<file path="src/rtl/vga_timing_if.sv">
// Video timing bundle: raster position, active-area flag, pixel strobe and syncs.
// The generator drives it through the master modport; consumers use the slave modport.
interface vga_timing_if;
  logic [9:0] x;
  logic [9:0] y;
  logic       en;
  logic       pix_tick;
  logic       hsync;
  logic       vsync;
  logic       frame_start;

  modport master (output x, y, en, pix_tick, hsync, vsync, frame_start);
  modport slave  (input  x, y, en, pix_tick, hsync, vsync, frame_start);
endinterface

</file>
<file path="src/rtl/vga_timing_gen.sv">
// VGA raster timing generator: divides clk into pixel ticks, walks h/v counters,
// and emits registered position, active-area flag, delayed active-low syncs and a frame pulse.
module vga_timing_gen #(
  parameter int CLK_DIV    = 4,
  parameter int H_ACTIVE   = 640,
  parameter int H_FP       = 16,
  parameter int H_SYNC     = 96,
  parameter int H_BP       = 48,
  parameter int V_ACTIVE   = 480,
  parameter int V_FP       = 10,
  parameter int V_SYNC     = 2,
  parameter int V_BP       = 33,
  parameter int SYNC_DELAY = 1
) (
  input logic         clk,
  input logic         reset,
  vga_timing_if.master o_vga
);

  localparam int H_TOTAL = H_ACTIVE + H_FP + H_SYNC + H_BP;
  localparam int V_TOTAL = V_ACTIVE + V_FP + V_SYNC + V_BP;
  localparam int DIV_W   = (CLK_DIV > 1) ? $clog2(CLK_DIV) : 1;

  localparam logic [DIV_W-1:0] DIV_MAX  = DIV_W'(CLK_DIV - 1);
  localparam logic [9:0]       H_MAX    = 10'(H_TOTAL - 1);
  localparam logic [9:0]       V_MAX    = 10'(V_TOTAL - 1);
  localparam logic [9:0]       H_ACT    = 10'(H_ACTIVE);
  localparam logic [9:0]       V_ACT    = 10'(V_ACTIVE);
  localparam logic [9:0]       HS_START = 10'(H_ACTIVE + H_FP);
  localparam logic [9:0]       HS_END   = 10'(H_ACTIVE + H_FP + H_SYNC);
  localparam logic [9:0]       VS_START = 10'(V_ACTIVE + V_FP);
  localparam logic [9:0]       VS_END   = 10'(V_ACTIVE + V_FP + V_SYNC);

  logic [DIV_W-1:0]  r_div;
  logic [9:0]        r_h_cnt;
  logic [9:0]        r_v_cnt;
  logic [9:0]        r_x;
  logic [9:0]        r_y;
  logic              r_en;
  logic              r_pix_tick;
  logic              r_frame_start;
  logic [SYNC_DELAY:0] r_hs_pipe;
  logic [SYNC_DELAY:0] r_vs_pipe;

  logic w_tick;
  logic w_hs_raw;
  logic w_vs_raw;

  assign w_tick   = (r_div == DIV_MAX);
  assign w_hs_raw = !((r_h_cnt >= HS_START) && (r_h_cnt < HS_END));
  assign w_vs_raw = !((r_v_cnt >= VS_START) && (r_v_cnt < VS_END));

  // Counters advance on the tick edge; outputs trail them by one clk, so x changes
  // on the clk after pix_tick and then holds for CLK_DIV clks.
  always_ff @(posedge clk) begin
    if (reset) begin
      r_div         <= '0;
      r_h_cnt       <= '0;
      r_v_cnt       <= '0;
      r_x           <= '0;
      r_y           <= '0;
      r_en          <= 1'b0;
      r_pix_tick    <= 1'b0;
      r_frame_start <= 1'b0;
      r_hs_pipe     <= '1;
      r_vs_pipe     <= '1;
    end else begin
      r_div      <= w_tick ? '0 : r_div + 1'b1;
      r_pix_tick <= w_tick;
      if (w_tick) begin
        if (r_h_cnt == H_MAX) begin
          r_h_cnt <= '0;
          r_v_cnt <= (r_v_cnt == V_MAX) ? 10'd0 : r_v_cnt + 10'd1;
        end else begin
          r_h_cnt <= r_h_cnt + 10'd1;
        end
      end
      r_x  <= r_h_cnt;
      r_y  <= r_v_cnt;
      r_en <= (r_h_cnt < H_ACT) && (r_v_cnt < V_ACT);
      // Only a wrap from the last pixel of the last line reaches (0,0) from (H_MAX,V_MAX),
      // so reset release, which starts from x=y=0, never pulses.
      r_frame_start <= (r_h_cnt == 10'd0) && (r_v_cnt == 10'd0) &&
                       (r_x == H_MAX) && (r_y == V_MAX);
      r_hs_pipe[0] <= w_hs_raw;
      r_vs_pipe[0] <= w_vs_raw;
      for (int i = 1; i <= SYNC_DELAY; i++) begin
        r_hs_pipe[i] <= r_hs_pipe[i-1];
        r_vs_pipe[i] <= r_vs_pipe[i-1];
      end
    end
  end

  assign o_vga.x           = r_x;
  assign o_vga.y           = r_y;
  assign o_vga.en          = r_en;
  assign o_vga.pix_tick    = r_pix_tick;
  assign o_vga.hsync       = r_hs_pipe[SYNC_DELAY];
  assign o_vga.vsync       = r_vs_pipe[SYNC_DELAY];
  assign o_vga.frame_start = r_frame_start;

endmodule
</file>
<file path="src/flat_wrapper.sv">
// flat-port wrapper written by rule: the top's interface ports become plain ports
module vga_timing_gen_flat 
#(
  parameter int CLK_DIV    = 4,
  parameter int H_ACTIVE   = 640,
  parameter int H_FP       = 16,
  parameter int H_SYNC     = 96,
  parameter int H_BP       = 48,
  parameter int V_ACTIVE   = 480,
  parameter int V_FP       = 10,
  parameter int V_SYNC     = 2,
  parameter int V_BP       = 33,
  parameter int SYNC_DELAY = 1
)
  (clk, reset, o_vga_x, o_vga_y, o_vga_en, o_vga_pix_tick, o_vga_hsync, o_vga_vsync, o_vga_frame_start);
  vga_timing_if o_vga_i ();
  input logic clk;
  input logic reset;
  output wire logic [$bits(o_vga_i.x)-1:0] o_vga_x;
  output wire logic [$bits(o_vga_i.y)-1:0] o_vga_y;
  output wire logic [$bits(o_vga_i.en)-1:0] o_vga_en;
  output wire logic [$bits(o_vga_i.pix_tick)-1:0] o_vga_pix_tick;
  output wire logic [$bits(o_vga_i.hsync)-1:0] o_vga_hsync;
  output wire logic [$bits(o_vga_i.vsync)-1:0] o_vga_vsync;
  output wire logic [$bits(o_vga_i.frame_start)-1:0] o_vga_frame_start;
  assign o_vga_x = o_vga_i.x;
  assign o_vga_y = o_vga_i.y;
  assign o_vga_en = o_vga_i.en;
  assign o_vga_pix_tick = o_vga_i.pix_tick;
  assign o_vga_hsync = o_vga_i.hsync;
  assign o_vga_vsync = o_vga_i.vsync;
  assign o_vga_frame_start = o_vga_i.frame_start;
  vga_timing_gen #(.CLK_DIV(CLK_DIV), .H_ACTIVE(H_ACTIVE), .H_FP(H_FP), .H_SYNC(H_SYNC), .H_BP(H_BP), .V_ACTIVE(V_ACTIVE), .V_FP(V_FP), .V_SYNC(V_SYNC), .V_BP(V_BP), .SYNC_DELAY(SYNC_DELAY)) u_core (.clk(clk), .reset(reset), .o_vga(o_vga_i));
endmodule
</file>
<file path="config.mk">
export PLATFORM = sky130hd
export DESIGN_NAME = vga_timing_gen_flat
export DESIGN_NICKNAME = d
export VERILOG_FILES = /design/src/rtl/vga_timing_if.sv /design/src/rtl/vga_timing_gen.sv /design/src/flat_wrapper.sv
export SDC_FILE = /design/constraint.sdc
export NUM_CORES = 1
export LEC_CHECK = 0
export CELL_PAD_IN_SITES_DETAIL_PLACEMENT = 1
export CELL_PAD_IN_SITES_GLOBAL_PLACEMENT = 2
export CORE_UTILIZATION = 33
export DETAILED_ROUTE_END_ITERATION = 7
export PLACE_DENSITY = 0.74
export SYNTH_ARGS = -nofsm -noshare
export SYNTH_HDL_FRONTEND = slang
export SYNTH_SLANG_ARGS = --single-unit
</file>
<file path="constraint.sdc">
create_clock -name clk -period 2.3 [get_ports clk]
set_clock_uncertainty 0.05 [all_clocks]
set_input_delay 0.575 -clock clk [delete_from_list [all_inputs] [get_ports clk]]
set_output_delay 0.575 -clock clk [all_outputs]
set_load 0.01 [all_outputs]
</file>
==> flow_summary.yaml <==
outcome:
  status: "completed"
timing:
  tightest_slew_ns: 0.776
  maxClockFrequency_mhz: 510
  finalMaxSlewViolations: 0
  tns_ns: 0
  finalHoldViolations: 0
  relSlewSlack_pct: 47.8
  timing.hold.ws_ns: 0.375
  rsz0062_at_grt: "no"
  fin_crit_ns: 1.96
  fin_crit_sh_pct: 85.3
  setup_viol: 0
synth:
  synthMuxAreaShare_pct: 0.569
  synth-simple-area-share_pct: 31.1
  synthAdderAreaFrac_pct: 3.16
  postSynthAreaPerCell_sq_um: 9.52
  synth_top_family_by_area: "simple AND/OR/NAND/NOR gates"
  ys_ff_latch: 49
  async_flop_share_pct: 0
  synth_nets: 215
  yosysUniqueCellTypes: 45
  synth_compound_area_share_pct: 7.90
  synthCells: 208
  yosysSeqAreaShare_pct: 49.5
  synthXorXnorAreaFrac_pct: 3.54
  synth-main-ff-cell: "dfxtp_1"
  synth_edf_count: 0
  synth_area_sq_um: 1980
  ys_warn_count: 0
clocking:
  cts_buffer_depth: 2
  cts_tree: "done"
  clkTransAtPathRegs_ns: 0.09
  cts_sinks: 49
  htree_levels: 2
  cts.repair.resized: 0
  cts_buffers: 5
  clock-root-buffer: "clkbuf_8"
  cts_setup_buffers: 0
  hold_buffers: 0
  insertion_delay_ns: 0.29
global_route:
  grt_max_degree: 18
  grt.overflow.total: 0
  grt_use_total_pct: 16.7
  antenna_found_initial: 0
  grt_pass1_wl_um: 8140
  grt_pass1_vias: 1585
floorplanning:
  io_pins: 27
  start_util_pct: 35.1
  die_area_sq_um: 6320
  die_width_um: 79.5
  design.core.area_sq_um: 5640
  die_h_um: 79.5
  row_count: 27
layout:
  layout.nets: 241
  fillers: 669
  num_antenna_cells: 0
  fin_cells: 306
  layout-drive-gt1-share_pct: 8.97
  syn_to_final_growth_pct: 21.8
power_and_ir_drop:
  seqPwrFrac_pct: 57.7
  combPwrFrac_pct: 2.8
  p_sw_w: 0.000301
  p_leak_nw: 0.859
  p_clk_share_pct: 39.5
  ir_worst_vdd_mv: 0.330
  p_sw_share_pct: 20.2
  p_per_area_nw_per_um2: 618
  power.internal_w: 0.00119
route:
  dr.first_iter.drc_count: 76
  drcViolationCount: 0
  viasPerCell: 5.16
  wl_per_cell_um: 15.4
  vias: 1580
  firstDrtPassIters: 4
  routed_wl_um: 4720
  ant_nets: 0
critical_path:
  cp_max_fo: 11
  worstPathRequired_ns: 2.43
  slowest_stage: "and4b_2"
  start_kind: "flop"
  cp_num_buf_inv: 0
  critPathMaxStageDelay_ns: 0.36
  end_kind: "flop"
  arrival_ns: 2.09
  crit_chain: "ha_1 > and4b_2 > nand4_2 > nor3_1 > mux2_1"
  crit_type: "reg2reg"
  cp_top_family: "simple AND/OR/NAND/NOR gates"
  rrSetupSlack_ns: 0.34
worst_hold_path:
  hp-class: "reg2reg"
flow_run:
  maxCapViolations: 0
placed_design:
  gp_congestion: 0.814
  dpl.hpwl_um: 3570
  portBuffers: 26
  place_inst: 299
[path summary, 6_finish.rpt]
kind | start | end | cells past startpoint
worst max-delay path | u_core.r_div[0] | u_core.r_v_cnt[8] | 5
worst max register to register | u_core.r_div[0] | u_core.r_v_cnt[8] | 5
worst min register to register | u_core.r_vs_pipe[0] | u_core.r_vs_pipe[1] | 1
worst min-delay path | u_core.r_vs_pipe[0] | u_core.r_vs_pipe[1] | 1
[per-stage QoR]
stage / area (sq um) / util, % / power [W] / setup slack (ns)
6_report: 2410 / 42.8 / 0.00149 / 0.339
5_1_grt: 2410 / 42.8 / 0.00155 / 0.222
4_1_cts: 2410 / 42.8 / 0.00151 / 0.330
3_5_place_dp: 2310 / 40.9 / 0.000923 / 0.344
3_3_place_gp: 2310 / 40.9 / 0.000921 / 0.312
2_1_floorplan: 1980 / - / 0.000905 / 0.588
[kinds of logic after synthesis]
group / Yosys count
and+or+nand+nor: 103
DFF: 49
AOI/OAI and AO/OA: 24
buffers and inverters: 18
xor gates and xnor gates: 8
adders and majority gates: 5
muxes: 1
[worst reg2reg max path, stage by stage, from the launching register on]
cell and delay [ns]:
dfxtp_1 0.34, ha_1 0.35, and4b_2 0.36, nand4_2 0.14, nor3_1 0.27, mux2_1 0.34
[sequential cells by signal (all words and copies together), names as in the netlist]
register	count
u_core.r_hs_pipe	2
u_core.o_vga.en	1
u_core.o_vga.frame_start	1
u_core.r_div	2
u_core.o_vga.pix_tick	1
u_core.o_vga.x	10
u_core.r_v_cnt	10
u_core.r_h_cnt	10
u_core.o_vga.y	10
u_core.r_vs_pipe	2
[synth_stat cells, types with 5 or more instances]
cell      number  area share (%)
dfxtp_1       49              50
nand2_1        9             1.7
clkbuf_1       7             1.3
nor4_1         5             1.6
nor3_1         5             1.3
nor2_1        20             3.8
nand4_1        9             2.8
nand3_1        9             2.3
inv_1          6             1.1
ha_1           5             3.2
nor2b_1       18             5.7
a21oi_1        6             1.5
o21ai_0        6             1.5
[layout make-up]
cell class,instances,area (sq um),area share [%]
inverter,6,22.5,0.934
sequential,49,981,40.7
tap,72,90.1,3.73
clock buffer,5,68.8,2.85
clock inverter,2,35.0,1.45
timing repair buffer,31,298,12.3
multi-input combinational,141,917,38.0
[routing by layer]
layer | wire [um] | track usage, % | vias to the layer above
met4 | 39 | 4.36 | 0
met1 | 2410 | 23.5 | 767
met5 | 0 | 0 | -
met3 | 103 | 2.63 | 4
li1 | - | - | 783
met2 | 2170 | 26.2 | 26
[power by group through the flow]
stage,Sequential (W),Combinational (W),Clock [W]
finish,0.000860,0.0000423,0.000589
global placement,0.000880,0.0000410,0
CTS,0.000860,0.0000431,0.000603
global route,0.000861,0.0000481,0.000642
floorplan,0.000880,0.0000252,0
detailed placement,0.000880,0.0000428,0
[placed cells by master, fill, tap and decap left out, types with 6 or more instances in the layout]
cell type,n
nor2b_1,18
inv_1,6
a21oi_1,6
dfxtp_1,49
nor2_1,20
o21ai_0,6
nand4_1,9
nand2_1,9
clkdlybuf4s50_1,26
nand3_1,9
Power figures use the tool's default switching activity.
